`config.mk`:
```
export PLATFORM = sky130hd
export DESIGN_NAME = fetch_responder
export DESIGN_NICKNAME = d
export VERILOG_FILES = /design/src/rtl/fetch_responder_pkg.sv /design/src/rtl/fetch_responder_timer.sv /design/src/rtl/fetch_responder.sv
export SDC_FILE = /design/constraint.sdc
export NUM_CORES = 1
export LEC_CHECK = 0
export ABC_AREA = 1
export CAP_MARGIN = 20
export CORE_ASPECT_RATIO = 0.7
export CORE_MARGIN = 2
export CORE_UTILIZATION = 25
export DETAILED_ROUTE_END_ITERATION = 12
export SYNTH_ARGS = -nofsm -noshare
export SYNTH_HDL_FRONTEND = slang
export SYNTH_SLANG_ARGS = --single-unit
```
`constraint.sdc`:
```
create_clock -name clk -period 2.5 [get_ports clk]
set_clock_uncertainty 0.05 [all_clocks]
set_input_delay 0.5 -clock clk [delete_from_list [all_inputs] [get_ports clk]]
set_output_delay 0.5 -clock clk [all_outputs]
set_load 0.02 [all_outputs]
```
`src/rtl/fetch_responder_pkg.sv`:
```
// Shared types and constants for the fetch-port memory responder.
// Holds the FSM encoding, default parameter values and the word-align helper.
package fetch_responder_pkg;

    typedef enum logic {
        IDLE    = 1'b0,
        REQUEST = 1'b1
    } state_t;

    localparam int unsigned TIMEOUT_CYCLES_DEFAULT = 255;

    // All-zero decodes as an illegal instruction in the pipe.
    localparam logic [31:0] ERROR_INSTRUCTION_DEFAULT = 32'h0000_0000;

    // Byte offset bits are dropped; misalignment is flagged upstream.
    function automatic logic [31:0] word_align(input logic [31:0] addr);
        return addr & 32'hFFFF_FFFC;
    endfunction

endpackage

```
`src/rtl/fetch_responder_timer.sv`:
```
// Bus wait-state counter with terminal-count flag.
// Ports: clk, rst (async active-low), i_clear, i_enable, o_terminal.
module fetch_responder_timer #(
    parameter int unsigned TIMEOUT_CYCLES = 255
) (
    input  logic clk,
    input  logic rst,
    input  logic i_clear,
    input  logic i_enable,
    output logic o_terminal
);

    localparam logic [7:0] LP_LAST = 8'(TIMEOUT_CYCLES - 1);

    logic [7:0] r_count;

    always_ff @(posedge clk or negedge rst) begin
        if (!rst) begin
            r_count <= 8'd0;
        end else if (i_clear) begin
            r_count <= 8'd0;
        end else if (i_enable) begin
            r_count <= r_count + 8'd1;
        end
    end

    // Asserted during the final permitted cycle of a bus read.
    assign o_terminal = (r_count == LP_LAST);

endmodule

```
`src/rtl/fetch_responder.sv`:
```
// Fetch-port responder: one-word instruction buffer, single-outstanding
// bus reads, flush and timeout. Ports: clk, rst (async active-low),
// fetchAddress/fetchEnable in, fetchBusy/fetchData/fetchError out, flush in,
// memAddress/memRequest out, memAck/memReadData in.
module fetch_responder
    import fetch_responder_pkg::*;
#(
    parameter int unsigned TIMEOUT_CYCLES    = TIMEOUT_CYCLES_DEFAULT,
    parameter logic [31:0] ERROR_INSTRUCTION = ERROR_INSTRUCTION_DEFAULT
) (
    input  logic        clk,
    input  logic        rst,
    input  logic [31:0] fetchAddress,
    input  logic        fetchEnable,
    output logic        fetchBusy,
    output logic [31:0] fetchData,
    output logic        fetchError,
    input  logic        flush,
    output logic [31:0] memAddress,
    output logic        memRequest,
    input  logic        memAck,
    input  logic [31:0] memReadData
);

    state_t      r_state;
    state_t      w_state_nxt;

    logic        r_bufValid;
    logic [31:0] r_bufAddress;
    logic [31:0] r_bufData;
    logic        r_bufError;
    logic        r_discard;
    logic [31:0] r_memAddress;

    logic [31:0] w_wa;
    logic        w_hit;
    logic        w_issue;
    logic        w_fill;
    logic        w_tmoFill;
    logic        w_done;
    logic        w_setDiscard;
    logic        w_tmrEn;
    logic        w_terminal;

    assign w_wa  = word_align(fetchAddress);
    assign w_hit = r_bufValid && (r_bufAddress == w_wa) && !flush;

    assign fetchBusy  = fetchEnable && !w_hit;
    assign fetchData  = w_hit ? r_bufData : 32'h0;
    assign fetchError = w_hit && r_bufError;

    assign memRequest = (r_state == REQUEST);
    assign memAddress = r_memAddress;

    // Counter runs only while the read is still waiting.
    assign w_tmrEn = (r_state == REQUEST) && !memAck;

    fetch_responder_timer #(
        .TIMEOUT_CYCLES (TIMEOUT_CYCLES)
    ) u_timer (
        .clk        (clk),
        .rst        (rst),
        .i_clear    (w_issue),
        .i_enable   (w_tmrEn),
        .o_terminal (w_terminal)
    );

    always_ff @(posedge clk or negedge rst) begin
        if (!rst) begin
            r_state <= IDLE;
        end else begin
            r_state <= w_state_nxt;
        end
    end

    always_comb begin
        w_state_nxt  = r_state;
        w_issue      = 1'b0;
        w_fill       = 1'b0;
        w_tmoFill    = 1'b0;
        w_done       = 1'b0;
        w_setDiscard = 1'b0;
        unique case (r_state)
            IDLE: begin
                if (fetchEnable && !w_hit && !flush) begin
                    w_issue     = 1'b1;
                    w_state_nxt = REQUEST;
                end
            end
            REQUEST: begin
                if (memAck) begin
                    w_done      = 1'b1;
                    w_fill      = !r_discard && !flush;
                    w_state_nxt = IDLE;
                end else if (w_terminal) begin
                    w_done      = 1'b1;
                    w_tmoFill   = 1'b1;
                    w_state_nxt = IDLE;
                end else if (flush) begin
                    // Result of this read belongs to a stale stream.
                    w_setDiscard = 1'b1;
                end
            end
        endcase
    end

    always_ff @(posedge clk or negedge rst) begin
        if (!rst) begin
            r_memAddress <= 32'h0;
        end else if (w_issue) begin
            r_memAddress <= w_wa;
        end
    end

    always_ff @(posedge clk or negedge rst) begin
        if (!rst) begin
            r_bufValid   <= 1'b0;
            r_bufAddress <= 32'h0;
            r_bufData    <= 32'h0;
            r_bufError   <= 1'b0;
        end else begin
            if (w_fill) begin
                r_bufValid   <= 1'b1;
                r_bufAddress <= r_memAddress;
                r_bufData    <= memReadData;
                r_bufError   <= 1'b0;
            end else if (w_tmoFill) begin
                r_bufValid   <= !r_discard && !flush;
                r_bufAddress <= r_memAddress;
                r_bufData    <= ERROR_INSTRUCTION;
                r_bufError   <= 1'b1;
            end
            // Flush overrides any same-cycle load.
            if (flush) begin
                r_bufValid <= 1'b0;
            end
        end
    end

    always_ff @(posedge clk or negedge rst) begin
        if (!rst) begin
            r_discard <= 1'b0;
        end else if (w_done) begin
            r_discard <= 1'b0;
        end else if (w_setDiscard) begin
            r_discard <= 1'b1;
        end
    end

endmodule

```
Word-level counts from Yosys, hierarchy flattened
Cells that the tools add are included.
{ "op_classes": {"add_sub_neg": 1, "muxes": 30, "eq_ne": 2, "n_bitwise": 1, "n_reduce_logical": 15} }
{ "ops": {"columns": ["cell", "count"], "rows": [
  ["$mux 32", 5],
  ["$eq 32x32->1", 1],
  ["$mux 1", 22],
  ["$mux 8", 2],
  ["$add 8x1->8 const B", 1],
  ["$eq 8x8->1 const B", 1],
  ["$logic_and 1x1->1", 7],
  ["$reduce_bool 2->1", 3],
  ["$logic_not 1->1", 4],
  ["$reduce_bool 3->1", 1],
  ["$pmux 1 s2", 1],
  ["$not 1->1", 1]
]} }
{ "word_totals": {"register_bits": 106, "inputBits": 69} }

Logic depth before layout (Yosys ltp)
{ "logic_depth": {"word_depth": 9, "depth_mapped": 14, "ltp_nobuf": 12} }

Hierarchy
Synthesis repeated with hierarchy kept, for this count alone.
{ "hier_totals": {"hier_cells": 637, "hier_area_um2": 5013.6} }
{ "by_module_without_submodules": {"columns": ["module", "area_each_um2", "n_inst", "cells_per_inst"], "rows": [
  ["fetch_responder", 4554.4, 1, 579],
  ["fetch_responder_timer", 459.2, 1, 58]
]} }

Least setup slack after synthesis
OpenSTA, ideal clock, no wires.
{ "synth_timing": {"kind": "input-to-output", "start": "input flush", "end": "output fetchData[10]", "n_path_buf": 1, "path_stages": 8, "t_arrival_ns": 1.575, "path_slack_ns": 0.375, "path_cell_list": "nor2_1 > nand3_1 > nor2_1 > nand2_1 > nor2_1 > nand2_2 > clkbuf_1 > nor2_1"} }
{ "synth_between": {"elab_chain_cells": 3} }
{ "synth_lines": {"columns": ["element", "line_no", "rtl"], "rows": [
  ["start: declaration", "fetch_responder.sv:18", "input logic flush,"],
  ["$logic_not 1->1", "fetch_responder.sv:46", "assign w_hit = r_bufValid && (r_bufAddress == w_wa) && !flush;"],
  ["$logic_and 1x1->1", "fetch_responder.sv:46", null],
  ["$mux 32", "fetch_responder.sv:49", "assign fetchData = w_hit ? r_bufData : 32'h0;"],
  ["end: declaration", "fetch_responder.sv:16", "output logic [31:0] fetchData,"]
]} }
No other way between the ends.

Worst setup path after layout
{ "layout_timing": {"start": "register r_bufAddress[26]", "end": "output fetchData[31]"} }
{ "layout_between": {"elab_chain_cells": 4} }
{ "layout_lines": {"columns": ["element", "line_no", "rtl"], "rows": [
  ["start: declaration", "fetch_responder.sv:29", "logic [31:0] r_bufAddress;"],
  ["start signal: assignment", "fetch_responder.sv:124", "r_bufAddress <= r_memAddress;"],
  ["start signal: assignment", "fetch_responder.sv:129", "r_bufAddress <= r_memAddress;"],
  ["$eq 32x32->1", "fetch_responder.sv:46", null],
  ["$logic_and 1x1->1 (2 in a row)", "fetch_responder.sv:46", null],
  ["$mux 32", "fetch_responder.sv:49", null]
]} }
No other way between the ends.

==> key figures <==
Floorplan
  – Std cell rows: 42
  – Core footprint: 0.0190 mm²
  – Die width: 170 µm
  – Die area: 0.0206 mm²
  – Die height: 121 µm
  – Top Ports: 136
  – Initial Util: 25.6%

Critical path
  – CP Class: flip-flop to output port
  – R2r startpoint: r_bufAddress[26]
  – CP startpoint kind: flip-flop
  – Cell count of the worst reg-to-reg path: 13
  – Crit-path max cell delay: 400 ps
  – FF-to-FF End: memAddress[20]
  – Crit path arrival time: 2010 ps
  – Critical path depth in cells: 10
  – Worst Path Buf+Inv: 3
  – CP required: 1950 ps
  – Worst path cell trace: xnor2_1, nand2_1, nor2_1, nand2_1, nor2_2, nand2_4, buf_16, buf_12, nor2_2, buf_4
  – Element type at the critical path end: output port
  – Reg-to-reg slack, setup: 210 ps
  – CP max stage cell: dfrtp_1
  – Crit path max fanout: 8
  – CP top delay family: simple AND/OR/NAND/NOR gates

STA
  – Fmax: 0.391 GHz
  – Hold Vio Cnt, Final: 0
  – Max Slew Vio Count: 0
  – RSZ-0062 raised after global routing: yes
  – Final Worst Setup Slack: -59.1 ps
  – Setup-failing EPs final: 16
  – Fin crit period: 2560 ps
  – Period Utilization, post-route: 102%

Power and ir drop
  – Switching share of total power: 31.0%
  – Logic pwr share: 27.7%
  – Int Pwr: 3.77 mW
  – Power Dens Cells: 739 mW/mm²
  – Psw: 1.69 mW
  – Static Leak: 3.76 nW
  – Flop pwr share: 44.0%
  – Clk pwr share: 28.2%
  – VDD IR max: 0.278 mV

Global routing
  – Largest net degree at the start of global routing: 55
  – Global-route wire length before repair: 21400 µm
  – Initial antenna violation count: 3
  – Total GRT Usage: 13.7%
  – GRT overflow: 0
  – Vias in the first global route: 4126

Placement
  – RePlAce Congestion: 0.738
  – # port buffers: 131
  – Setup WS pre-CTS: -819 ps
  – Post-detail-place hpwl: 9040 µm

Logic synthesis
  – Synth warn: 0
  – Unique masters post-synth: 30
  – Syn Std Cell Area: 0.00485 mm²
  – Register area share after synthesis: 53.6%
  – Syn avg cell area: 8.18 µm²
  – Yosys reg bits: 104
  – Synth Instances: 593

Cells and area
  – Final net count: 838
  – Fillers: 1917
  – Final Core Density: 39.0%
  – Layout cells sized above 1: 21.7%
  – Area delta synth->final: 52.4%
  – Area of the multi-input gates: 0.00181 mm²
  – Sequential cell area: 0.00260 mm²

Clock network
  – Number of H-tree levels: 3
  – Number of buffers created by CTS: 9
  – CTS root buf: clkbuf_16
  – CTS Hold Bufs: 0
  – CTS tree: done
  – Clock Latency Late Sink: 350 ps
  – Reg clk slew, reported paths: 70 ps
  – Clock sink count: 104
  – Max clock buf depth: 2

Run status
  – Status: finished with violations
  – Failing checks: negative setup slack

Detailed routing
  – Vias: 4137
  – Total Wirelength: 13100 µm
  – Initial DRC Count: 229
  – Drt pass-1 iters: 4
  – Routed len/inst: 12.7 µm
  – DRC errors left: 0
  – Vias per inst: 3.99
  – ANT nets after route: 0

Run
  – Max Cap Viol: 0

Hold path
  – Min-delay worst type: primary input to async pin
[power by group through the flow]
stage / Sequential, mW / Combinational (mW) / Clock [mW]
floorplan: 2.50 / 0.739 / 0
global placement: 2.42 / 1.41 / 0
detailed placement: 2.43 / 1.42 / 0
CTS: 2.40 / 1.49 / 1.60
global route: 2.46 / 1.72 / 1.67
finish: 2.40 / 1.51 / 1.54
[worst reg2reg max path, stage by stage, from the launching register on]
cell,delay (ps)
dfrtp_1,400
xnor2_1,160
nand2_1,150
nor2_1,140
nand2_1,70
nor2_2,140
nand2_4,100
buf_16,150
buf_12,140
buf_4,140
buf_4,130
nand3_4,110
buf_12,190
o21ai_0,100
[per-stage QoR]
stage          cells  area (µm²)  power [mW]  hold slack (ps)  TNS, ps
2_1_floorplan    594        4850        3.24              154        0
3_3_place_gp     984        6570        3.82              392   -30110
3_5_place_dp     984        6570        3.85              398   -30370
4_1_cts         1034        7200        5.49             3.42     -595
5_1_grt         1035        7390        5.85             15.7    -5880
6_report        1037        7390        5.46             5.44     -665
[cells in the mapped netlist]
library cell,count,share of area [%]
a21o_1,1,0.15
a21oi_1,1,0.10
buf_2,10,1.0
buf_4,3,0.46
buf_6,1,0.23
buf_8,1,0.31
clkbuf_1,8,0.62
clkbuf_2,1,0.10
conb_1,1,0.077
dfrtp_1,104,54
ha_1,2,0.52
inv_1,135,10
inv_2,3,0.23
mux2_2,9,2.1
nand2_1,144,11
nand2_2,1,0.13
nand3_1,6,0.62
nand3_2,4,0.83
nand3_4,1,0.36
nand3b_1,1,0.15
nand4_1,2,0.26
nor2_1,52,4.0
nor2_2,1,0.13
nor3b_1,1,0.15
o21ai_0,53,5.5
o21ai_1,1,0.10
o22ai_1,32,4.1
or2_2,1,0.13
xnor2_1,9,1.6
xor2_1,4,0.72
[cells in the final DEF (no fill, tap or decap), types with 2 or more instances in the layout]
master,n
nand2_1,139
inv_1,135
dfrtp_1,104
clkdlybuf4s50_1,65
buf_4,58
o21ai_0,51
o22ai_1,32
dlygate4sd2_1,27
buf_6,23
nor2_2,19
nor2_1,17
nor2_4,17
mux2_2,9
clkbuf_16,9
xnor2_1,8
buf_12,8
nand3_1,6
nand2_2,4
xor2_1,4
nand3_2,4
inv_2,3
clkdlybuf4s15_1,3
diode_2,2
nand2_4,2
nand4_1,2
o21ai_1,2
ha_1,2
conb_1,2
clkbuf_8,2
bufinv_16,2
[worst max-delay path by stage]
stage / to / start / slack [ps]
5_1_grt: fetchData[29] / r_bufAddress[26] / -240
3_5_place_dp: fetchData[26] / fetchAddress[11] / -820
2_1_floorplan: fetchData[10] / flush / 380
3_3_place_gp: fetchData[11] / fetchAddress[11] / -820
4_1_cts: fetchData[26] / r_bufAddress[16] / -60
6_report: fetchData[31] / r_bufAddress[26] / -60
[logic make-up (layout without fill, tap and decap cells)]
kind of cell | count (synthesis) | in the layout | synth area share [%]
mux | 9 | 9 | 2.09
buf+inv | 162 | 339 | 13.4
compound gates | 88 | 88 | 9.96
flops | 104 | 104 | 53.6
xor+xnor | 13 | 13 | 2.35
fa+ha+maj | 2 | 2 | 0.516
simple gates | 214 | 214 | 17.9
other cells | 1 | 4 | 0.0773
[cell type report]
| cell class | count | area share (%) |
|---|---|---|
| clock buffers | 12 | 3.47 |
| flip-flops and latches | 104 | 35.2 |
| repair buffers | 186 | 24.5 |
| diodes | 2 | 0.0677 |
| multi-input cells | 328 | 24.4 |
| well taps | 264 | 4.47 |
| inverters | 138 | 7.01 |
| clock inverters | 3 | 0.880 |
[routing by layer]
layer	routed length, µm	global-route usage [%]
met1	6460	18.5
met2	5620	20.6
met3	843	4.65
met4	193	4.11
met5	11	0
[what timing repair did]
action | 4_1_cts | 5_1_grt
pin swaps | 7 | 6
buffers inserted | 34 | 1
gates resized for setup | 236 | 58
endpoints found under the setup margin | 34 | 34
gates cloned | 1 | 0
[state kept, by name, indices dropped and copies added, names as in the netlist]
| name | cells |
|---|---|
| r_bufError | 1 |
| r_discard | 1 |
| r_bufValid | 1 |
| r_bufAddress | 30 |
| memAddress | 30 |
| r_bufData | 32 |
| memRequest | 1 |
| u_timer.r_count | 8 |
(Power assumes the default switching activity.)
